==> src/rtl/jt12_opseq_pkg.sv <==
// Shared definitions for the operator RAM slot sequencer:
// CPU write FSM states, default slot geometry and modular slot arithmetic.
package jt12_opseq_pkg;

  // Default number of active operator slots and read-to-write-back delay
  localparam int DEF_SLOTS = 24;
  localparam int DEF_PIPE  = 2;

  // CPU write-merge FSM
  typedef enum logic [1:0] {
    ST_IDLE = 2'd0,
    ST_PEND = 2'd1,
    ST_ACK  = 2'd2,
    ST_WAIT = 2'd3
  } opseq_state_t;

  // (a + b) mod n, for a in [0, n) and b >= 0
  function automatic int slot_add(input int a, input int b, input int n);
    return (a + b) % n;
  endfunction

  // (a - b) mod n, for a in [0, n) and b >= 0; result is never negative
  function automatic int slot_sub(input int a, input int b, input int n);
    return (a - (b % n) + n) % n;
  endfunction

endpackage

==> src/rtl/jt12_opram_seq_if.sv <==
// CPU-side write request bus of the operator RAM sequencer.
// The master raises cpu_req with slot/data/mask held stable until cpu_ack.
interface jt12_opram_seq_if #(
  parameter int DW = 44,
  parameter int AW = 5
);
  logic          cpu_req;
  logic [AW-1:0] cpu_slot;
  logic [DW-1:0] cpu_data;
  logic [DW-1:0] cpu_mask;
  logic          cpu_ack;
  logic          cpu_err;

  modport master (
    output cpu_req, cpu_slot, cpu_data, cpu_mask,
    input  cpu_ack, cpu_err
  );

  modport slave (
    input  cpu_req, cpu_slot, cpu_data, cpu_mask,
    output cpu_ack, cpu_err
  );
endinterface

==> src/rtl/jt12_opseq_slotcnt.sv <==
// Wrapping slot counter. cur_slot walks 0..SLOTS-1; rd_addr runs one slot
// ahead (the RAM read is registered) and wr_addr trails by PIPE slots.
// All outputs are registered and only move when clk_en is high.
module jt12_opseq_slotcnt
  import jt12_opseq_pkg::*;
#(
  parameter int AW    = 5,
  parameter int SLOTS = DEF_SLOTS,
  parameter int PIPE  = DEF_PIPE
) (
  input  logic          clk,
  input  logic          rst_n,
  input  logic          clk_en,
  output logic [AW-1:0] cur_slot,
  output logic [AW-1:0] rd_addr,
  output logic [AW-1:0] wr_addr,
  output logic          sync
);

  localparam logic [AW-1:0] RD_RST = AW'(slot_add(0, 1, SLOTS));
  localparam logic [AW-1:0] WR_RST = AW'(slot_sub(0, PIPE, SLOTS));

  logic [AW-1:0] r_cur;
  logic [AW-1:0] r_rd;
  logic [AW-1:0] r_wr;
  logic          r_sync;

  logic [AW-1:0] w_cur_next;
  logic [AW-1:0] w_rd_next;
  logic [AW-1:0] w_wr_next;

  assign w_cur_next = AW'(slot_add(int'(r_cur), 1, SLOTS));
  assign w_rd_next  = AW'(slot_add(int'(r_rd), 1, SLOTS));
  assign w_wr_next  = AW'(slot_add(int'(r_wr), 1, SLOTS));

  // Advance the current slot and both address pointers together on each strobe
  always_ff @(posedge clk or negedge rst_n) begin
    if (!rst_n) begin
      r_cur  <= '0;
      r_rd   <= RD_RST;
      r_wr   <= WR_RST;
      r_sync <= 1'b1;
    end else if (clk_en) begin
      r_cur  <= w_cur_next;
      r_rd   <= w_rd_next;
      r_wr   <= w_wr_next;
      r_sync <= (w_cur_next == '0);
    end
  end

  assign cur_slot = r_cur;
  assign rd_addr  = r_rd;
  assign wr_addr  = r_wr;
  assign sync     = r_sync;

endmodule

==> src/rtl/jt12_opram_seq.sv <==
// Operator state RAM sequencer and write-back controller.
// Walks the active slots, drives RAM read/write addresses, writes pipeline
// state back every strobe and merges one CPU write at a time into that
// write-back stream when its slot comes round.
// Build option: define JT12_OPSEQ_MASK_EN to honour cpu_mask bitwise;
// otherwise a CPU merge replaces the whole word.
module jt12_opram_seq
  import jt12_opseq_pkg::*;
#(
  parameter int DW    = 44,
  parameter int AW    = 5,
  parameter int SLOTS = DEF_SLOTS,
  parameter int PIPE  = DEF_PIPE
) (
  input  logic                  clk,
  input  logic                  rst_n,
  input  logic                  clk_en,
  input  logic [DW-1:0]         pipe_din,
  jt12_opram_seq_if.slave       cpu,
  output logic [AW-1:0]         rd_addr,
  output logic [AW-1:0]         wr_addr,
  output logic [DW-1:0]         wr_data,
  output logic [AW-1:0]         cur_slot,
  output logic                  sync
);

  opseq_state_t  r_state;
  opseq_state_t  w_state_next;
  logic [AW-1:0] r_slot;
  logic [DW-1:0] r_data;
  logic          r_err;

  logic          w_capture;
  logic          w_merge;
  logic          w_slot_bad;
  logic [DW-1:0] w_merged;

  jt12_opseq_slotcnt #(
    .AW    (AW),
    .SLOTS (SLOTS),
    .PIPE  (PIPE)
  ) u_slotcnt (
    .clk      (clk),
    .rst_n    (rst_n),
    .clk_en   (clk_en),
    .cur_slot (cur_slot),
    .rd_addr  (rd_addr),
    .wr_addr  (wr_addr),
    .sync     (sync)
  );

  assign w_slot_bad = (int'(cpu.cpu_slot) >= SLOTS);

  // FSM state register; a reset drops any pending write without an ack
  always_ff @(posedge clk or negedge rst_n) begin
    if (!rst_n) begin
      r_state <= ST_IDLE;
    end else begin
      r_state <= w_state_next;
    end
  end

  // Next state plus capture/merge strobes. Capture only happens in IDLE, so a
  // request can never merge in the same cycle it is accepted.
  always_comb begin
    w_state_next = r_state;
    w_capture    = 1'b0;
    w_merge      = 1'b0;
    case (r_state)
      ST_IDLE: begin
        if (clk_en && cpu.cpu_req) begin
          w_capture    = 1'b1;
          w_state_next = w_slot_bad ? ST_ACK : ST_PEND;
        end
      end
      ST_PEND: begin
        if (clk_en && (wr_addr == r_slot)) begin
          w_merge      = 1'b1;
          w_state_next = ST_ACK;
        end
      end
      ST_ACK: begin
        w_state_next = ST_WAIT;
      end
      ST_WAIT: begin
        if (!cpu.cpu_req) begin
          w_state_next = ST_IDLE;
        end
      end
      default: begin
        w_state_next = ST_IDLE;
      end
    endcase
  end

  // Holding register for the accepted request
  always_ff @(posedge clk or negedge rst_n) begin
    if (!rst_n) begin
      r_slot <= '0;
      r_data <= '0;
      r_err  <= 1'b0;
    end else if (w_capture) begin
      r_slot <= cpu.cpu_slot;
      r_data <= cpu.cpu_data;
      r_err  <= w_slot_bad;
    end
  end

`ifdef JT12_OPSEQ_MASK_EN
  logic [DW-1:0] r_mask;

  // Mask bits of the holding register, captured alongside slot and data
  always_ff @(posedge clk or negedge rst_n) begin
    if (!rst_n) begin
      r_mask <= '0;
    end else if (w_capture) begin
      r_mask <= cpu.cpu_mask;
    end
  end

  // Bitwise merge: masked bits from the CPU, the rest from the pipeline
  for (genvar gi = 0; gi < DW; gi++) begin : g_merge
    assign w_merged[gi] = r_mask[gi] ? r_data[gi] : pipe_din[gi];
  end
`else
  logic w_unused_mask;

  // Without masking the CPU word replaces the whole write-back word
  assign w_unused_mask = ^cpu.cpu_mask;
  assign w_merged      = r_data;
`endif

  assign wr_data     = w_merge ? w_merged : pipe_din;
  assign cpu.cpu_ack = (r_state == ST_ACK);
  assign cpu.cpu_err = (r_state == ST_ACK) && r_err;

endmodule

==> src/flat_wrapper.sv <==
// flat-port wrapper written by rule: the top's interface ports become plain ports
module jt12_opram_seq_flat import jt12_opseq_pkg::*;
#(
  parameter int DW    = 44,
  parameter int AW    = 5,
  parameter int SLOTS = DEF_SLOTS,
  parameter int PIPE  = DEF_PIPE
)
  (clk, rst_n, clk_en, pipe_din, rd_addr, wr_addr, wr_data, cur_slot, sync, cpu_cpu_req, cpu_cpu_slot, cpu_cpu_data, cpu_cpu_mask, cpu_cpu_ack, cpu_cpu_err);
  jt12_opram_seq_if #(.DW(DW), .AW(AW)) cpu_i ();
  input  logic clk;
  input  logic rst_n;
  input  logic clk_en;
  input  logic [DW-1:0] pipe_din;
  output logic [AW-1:0] rd_addr;
  output logic [AW-1:0] wr_addr;
  output logic [DW-1:0] wr_data;
  output logic [AW-1:0] cur_slot;
  output logic sync;
  input wire logic [$bits(cpu_i.cpu_req)-1:0] cpu_cpu_req;
  input wire logic [$bits(cpu_i.cpu_slot)-1:0] cpu_cpu_slot;
  input wire logic [$bits(cpu_i.cpu_data)-1:0] cpu_cpu_data;
  input wire logic [$bits(cpu_i.cpu_mask)-1:0] cpu_cpu_mask;
  output wire logic [$bits(cpu_i.cpu_ack)-1:0] cpu_cpu_ack;
  output wire logic [$bits(cpu_i.cpu_err)-1:0] cpu_cpu_err;
  assign cpu_i.cpu_req = cpu_cpu_req;
  assign cpu_i.cpu_slot = cpu_cpu_slot;
  assign cpu_i.cpu_data = cpu_cpu_data;
  assign cpu_i.cpu_mask = cpu_cpu_mask;
  assign cpu_cpu_ack = cpu_i.cpu_ack;
  assign cpu_cpu_err = cpu_i.cpu_err;
  jt12_opram_seq #(.DW(DW), .AW(AW), .SLOTS(SLOTS), .PIPE(PIPE)) u_core (.clk(clk), .rst_n(rst_n), .clk_en(clk_en), .pipe_din(pipe_din), .cpu(cpu_i), .rd_addr(rd_addr), .wr_addr(wr_addr), .wr_data(wr_data), .cur_slot(cur_slot), .sync(sync));
endmodule
==> config.mk <==
export PLATFORM = sky130hd
export DESIGN_NAME = jt12_opram_seq_flat
export DESIGN_NICKNAME = d
export VERILOG_FILES = /design/src/rtl/jt12_opseq_pkg.sv /design/src/rtl/jt12_opram_seq_if.sv /design/src/rtl/jt12_opseq_slotcnt.sv /design/src/rtl/jt12_opram_seq.sv /design/src/flat_wrapper.sv
export SDC_FILE = /design/constraint.sdc
export NUM_CORES = 1
export LEC_CHECK = 0
export ABC_CLOCK_PERIOD_IN_PS = 3900
export CAP_MARGIN = 20
export CORE_MARGIN = 4
export CORE_UTILIZATION = 43
export CTS_CLUSTER_DIAMETER = 120
export DETAILED_ROUTE_END_ITERATION = 7
export PLACE_DENSITY = 0.93
export SLEW_MARGIN = 20
export SYNTH_ARGS = -nofsm -noshare
export SYNTH_HDL_FRONTEND = slang
export SYNTH_SLANG_ARGS = --single-unit
==> constraint.sdc <==
create_clock -name clk -period 3.9 [get_ports clk]
set_input_delay 0.78 -clock clk [delete_from_list [all_inputs] [get_ports clk]]
set_output_delay 0.78 -clock clk [all_outputs]
set_load 0.01 [all_outputs]
==> summary.md <==
| Metric | Value |
|---|---|
| Run status | `completed` |
| Iteration-0 DRC Markers | `53` |
| Fraction of registers with async set/reset | `1.00` |
| Fin. Hold Viols | `0` |
| Post-layout min period | `3.52 ns` |
| Setup TNS Final | `0 ns` |
| Worst hold-check path type | `primary input to async pin` |
| Total gr overflow | `0` |
| Horiz. Die Dim | `102 µm` |
| Gpl congestion | `0.818` |
| Slowest CP cell | `clkdlybuf4s50_1` |
| Starting Density | `0.441` |
| Via density | `5.18` |
| Ports | `203` |
| Post_cts resized | `0` |
| Top cell type's share of synthesized area | `0.411` |
| Detailed Routing Iterations Pass 1 | `4` |
| Post-synth top cells | `dfrtp_1 (63), mux2_2 (57), mux2_4 (40)` |
| Count leader, synth | `dfrtp_1` |
| FF+latch count, synth | `68` |
| Vias | `2900` |
| Ys flop type | `dfrtp_1` |
| Final wirelength | `around 9700 µm` |
| # DRC | `0` |
| Worst EP arrival | `around 2.7 ns` |
| Area leader, netlist | `dfrtp_1` |
| Leakage | `2.54 nW` |
| Clock transition at the registers of the reported paths | `0.07 ns` |
| Post-CTS Setup Inserts | `0` |
| Post-route antenna net violation count | `0` |
| Crit-path cells | `xor2_1, nor4_2, nand4b_4, buf_4, mux2_4, clkdlybuf4s50_1` |
| Worst IR Drop VDD | `0.000500 V` |
| H-tree levels | `3` |
| Skew final | `0.0166 ns` |
| I/O Buffers | `158` |
| Register area share after synthesis | `0.446` |
| CTS Buf Count | `9` |
| Dpl hpwl | `around 7400 µm` |
| Final core utilization | `0.657` |
| Die Y | `102 µm` |
| TritonCTS clock tree | `built` |
| CTS Root Cell | `clkbuf_8` |
| Die area | `0.0105 mm²` |
| Fmax | `284 MHz` |
| Tcrit/Tclk final | `0.902` |
| Critical Path Start Type | `register` |
| Clock Sinks | `slightly below 70` |
| Sum of buffers and inverters on the critical path | `2` |
| CP required | `approximately 3.1 ns` |
| Max-cap violation count | `0` |
| Kind of critical path | `register to primary output` |
| Antenna violations before repair | `0` |
| Post-DR wirelength/cell | `17.4 µm` |
| Worst Max-Slew Pin Slew | `0.666 ns` |
| Crit Path Max Fanout | `11` |
| Final slew viol count | `0` |
| Nets@finish | `600` |
| Row count | `34` |
| Worst skew pair latency | `0.33 ns` |
| Share of cells above drive strength 1 | `0.285` |
| Pwr Density | `582 mW/mm²` |
| Ys Warns | `0` |
| Netlist Area Pre-Place | `0.00383 mm²` |
| Core area | `a little under 0.009 mm²` |
| RSZ-0062 raised after global routing | `false` |
| Post-Syn Nets | `roughly 440` |
| Mean Syn Cell Area | `13.2 µm²` |
| Number of flops mapped to enable cells by yosys | `0` |
| Worst rel slew slack | `0.556` |
| Layout area overhead | `48.8%` |
| Max clock buf depth | `2` |
| Vias in the first global route | `between 3000 and 4000` |
| Post-Synthesis Cells | `290` |
| First-pass GRT wire length | `roughly 15000 µm` |
| Final setup fails | `0` |
| Diode count | `0` |
| Largest net degree at the start of global routing | `52` |
| Synth top area cells | `dfrtp_1 (41%), mux2_2 (17%), mux2_4 (16%), ha_1 (3.9%), dfstp_2 (3.4%)` |
| CP top delay family | `buffers and inverters` |
| Max stage delay on crit path | `0.51 ns` |
| Worst Setup End Kind | `primary output` |
| Yosys cell types | `44` |
| GRT Total Usage | `0.180` |
| Hold-fix buffers, CTS | `0` |
-- worst paths after layout --
check	cells past startpoint	slack (ns)	to	from
worst max-delay path	6	0.38	wr_data[21]	u_core.u_slotcnt.wr_addr[3]
worst min-delay path	1	0.48	u_core.r_data[17]	rst_n
worst max register to register	8	1.81	u_core.u_slotcnt.rd_addr[3]	u_core.u_slotcnt.rd_addr[0]
worst min register to register	2	0.49	u_core.r_err	u_core.r_err
max in group asynchronous	2	2.44	u_core.r_data[34]	rst_n
min in group clk	2	0.49	u_core.r_err	u_core.r_err
-- worst register-to-register path, delay by kind of cell (launching register included) --
kind	cells	cell delay [ns]
DFF	1	0.58
AOI/OAI and AO/OA	3	0.51
adders and majority gates	2	0.50
and+or+nand+nor	2	0.24
xor gates and xnor gates	1	0.14
-- cell type report --
cell class,count,area [µm²]
Timing Repair Buffer,163,1630
Multi-Input combinational cell,199,2000
Fill cell,661,2980
Clock buffer,12,155
Inverter,6,22.5
Clock inverter,4,47.5
Tap cell,108,135
Sequential cell,68,1710
-- layer usage --
metal	GRT usage	part of all wire
met4	0.0444	0.0061
met3	0.0423	0.066
met5	0	0
met1	0.220	0.40
met2	0.322	0.53
-- cell families (layout without fill, tap and decap cells) --
| kind of cell | Yosys count | after routing | synth area share |
|---|---|---|---|
| mux | 98 | 98 | 0.327 |
| flops | 68 | 68 | 0.446 |
| simple gates | 44 | 44 | 0.0679 |
| compound gates | 31 | 31 | 0.0558 |
| buf+inv | 23 | 185 | 0.0323 |
| xor+xnor | 14 | 14 | 0.0320 |
| fa+ha+maj | 12 | 12 | 0.0392 |
-- report_power, final --
part           internal, mW  total, mW  leakage, nW  switching, mW
Sequential             1.08       1.39        0.806          0.309
Combinational         0.826       1.35         1.63          0.521
Clock                 0.329      0.586        0.102          0.258
-- stage by stage --
stage / setup slack, ns / area (µm²) / power (mW) / instances / hold WS (ns)
after global placement: 0.573 / 5500 / 2.64 / 544 / 0.463
after detailed placement: 0.555 / 5500 / 2.76 / 544 / 0.477
final: 0.381 / 5700 / 3.32 / 560 / 0.481
after global routing: 0.235 / 5700 / 3.56 / 560 / 0.508
after floorplan: 1.20 / 3830 / 2.19 / 290 / 0.442
after CTS: 0.358 / 5700 / 3.36 / 560 / 0.483
-- placed cells by master (no fill, tap or decap), drive strengths merged, types with 3 or more instances in the layout --
cell type,Yosys,final
clkbuf,10,12
nor3,4,4
nand2,8,8
buf,7,6
a22oi,3,3
clkdlybuf4s50,0,157
mux2,97,97
o21ai,9,9
xor2,8,8
a21oi,4,4
nor2,4,4
dfrtp,63,63
ha,12,12
xnor2,6,6
dfstp,5,5
and3,5,5
nand3,7,7
inv,6,6
and2,3,3
nand2b,3,3
-- registers in the layout, indices dropped and copies added, names as in the netlist --
name,cells
u_core.u_slotcnt.wr_addr,5
u_core.r_data,44
u_core.u_slotcnt.sync,1
u_core.r_err,1
u_core.u_slotcnt.rd_addr,5
u_core.r_slot,5
u_core.r_state,2
u_core.u_slotcnt.cur_slot,5
Power figures use the tool's default switching activity.
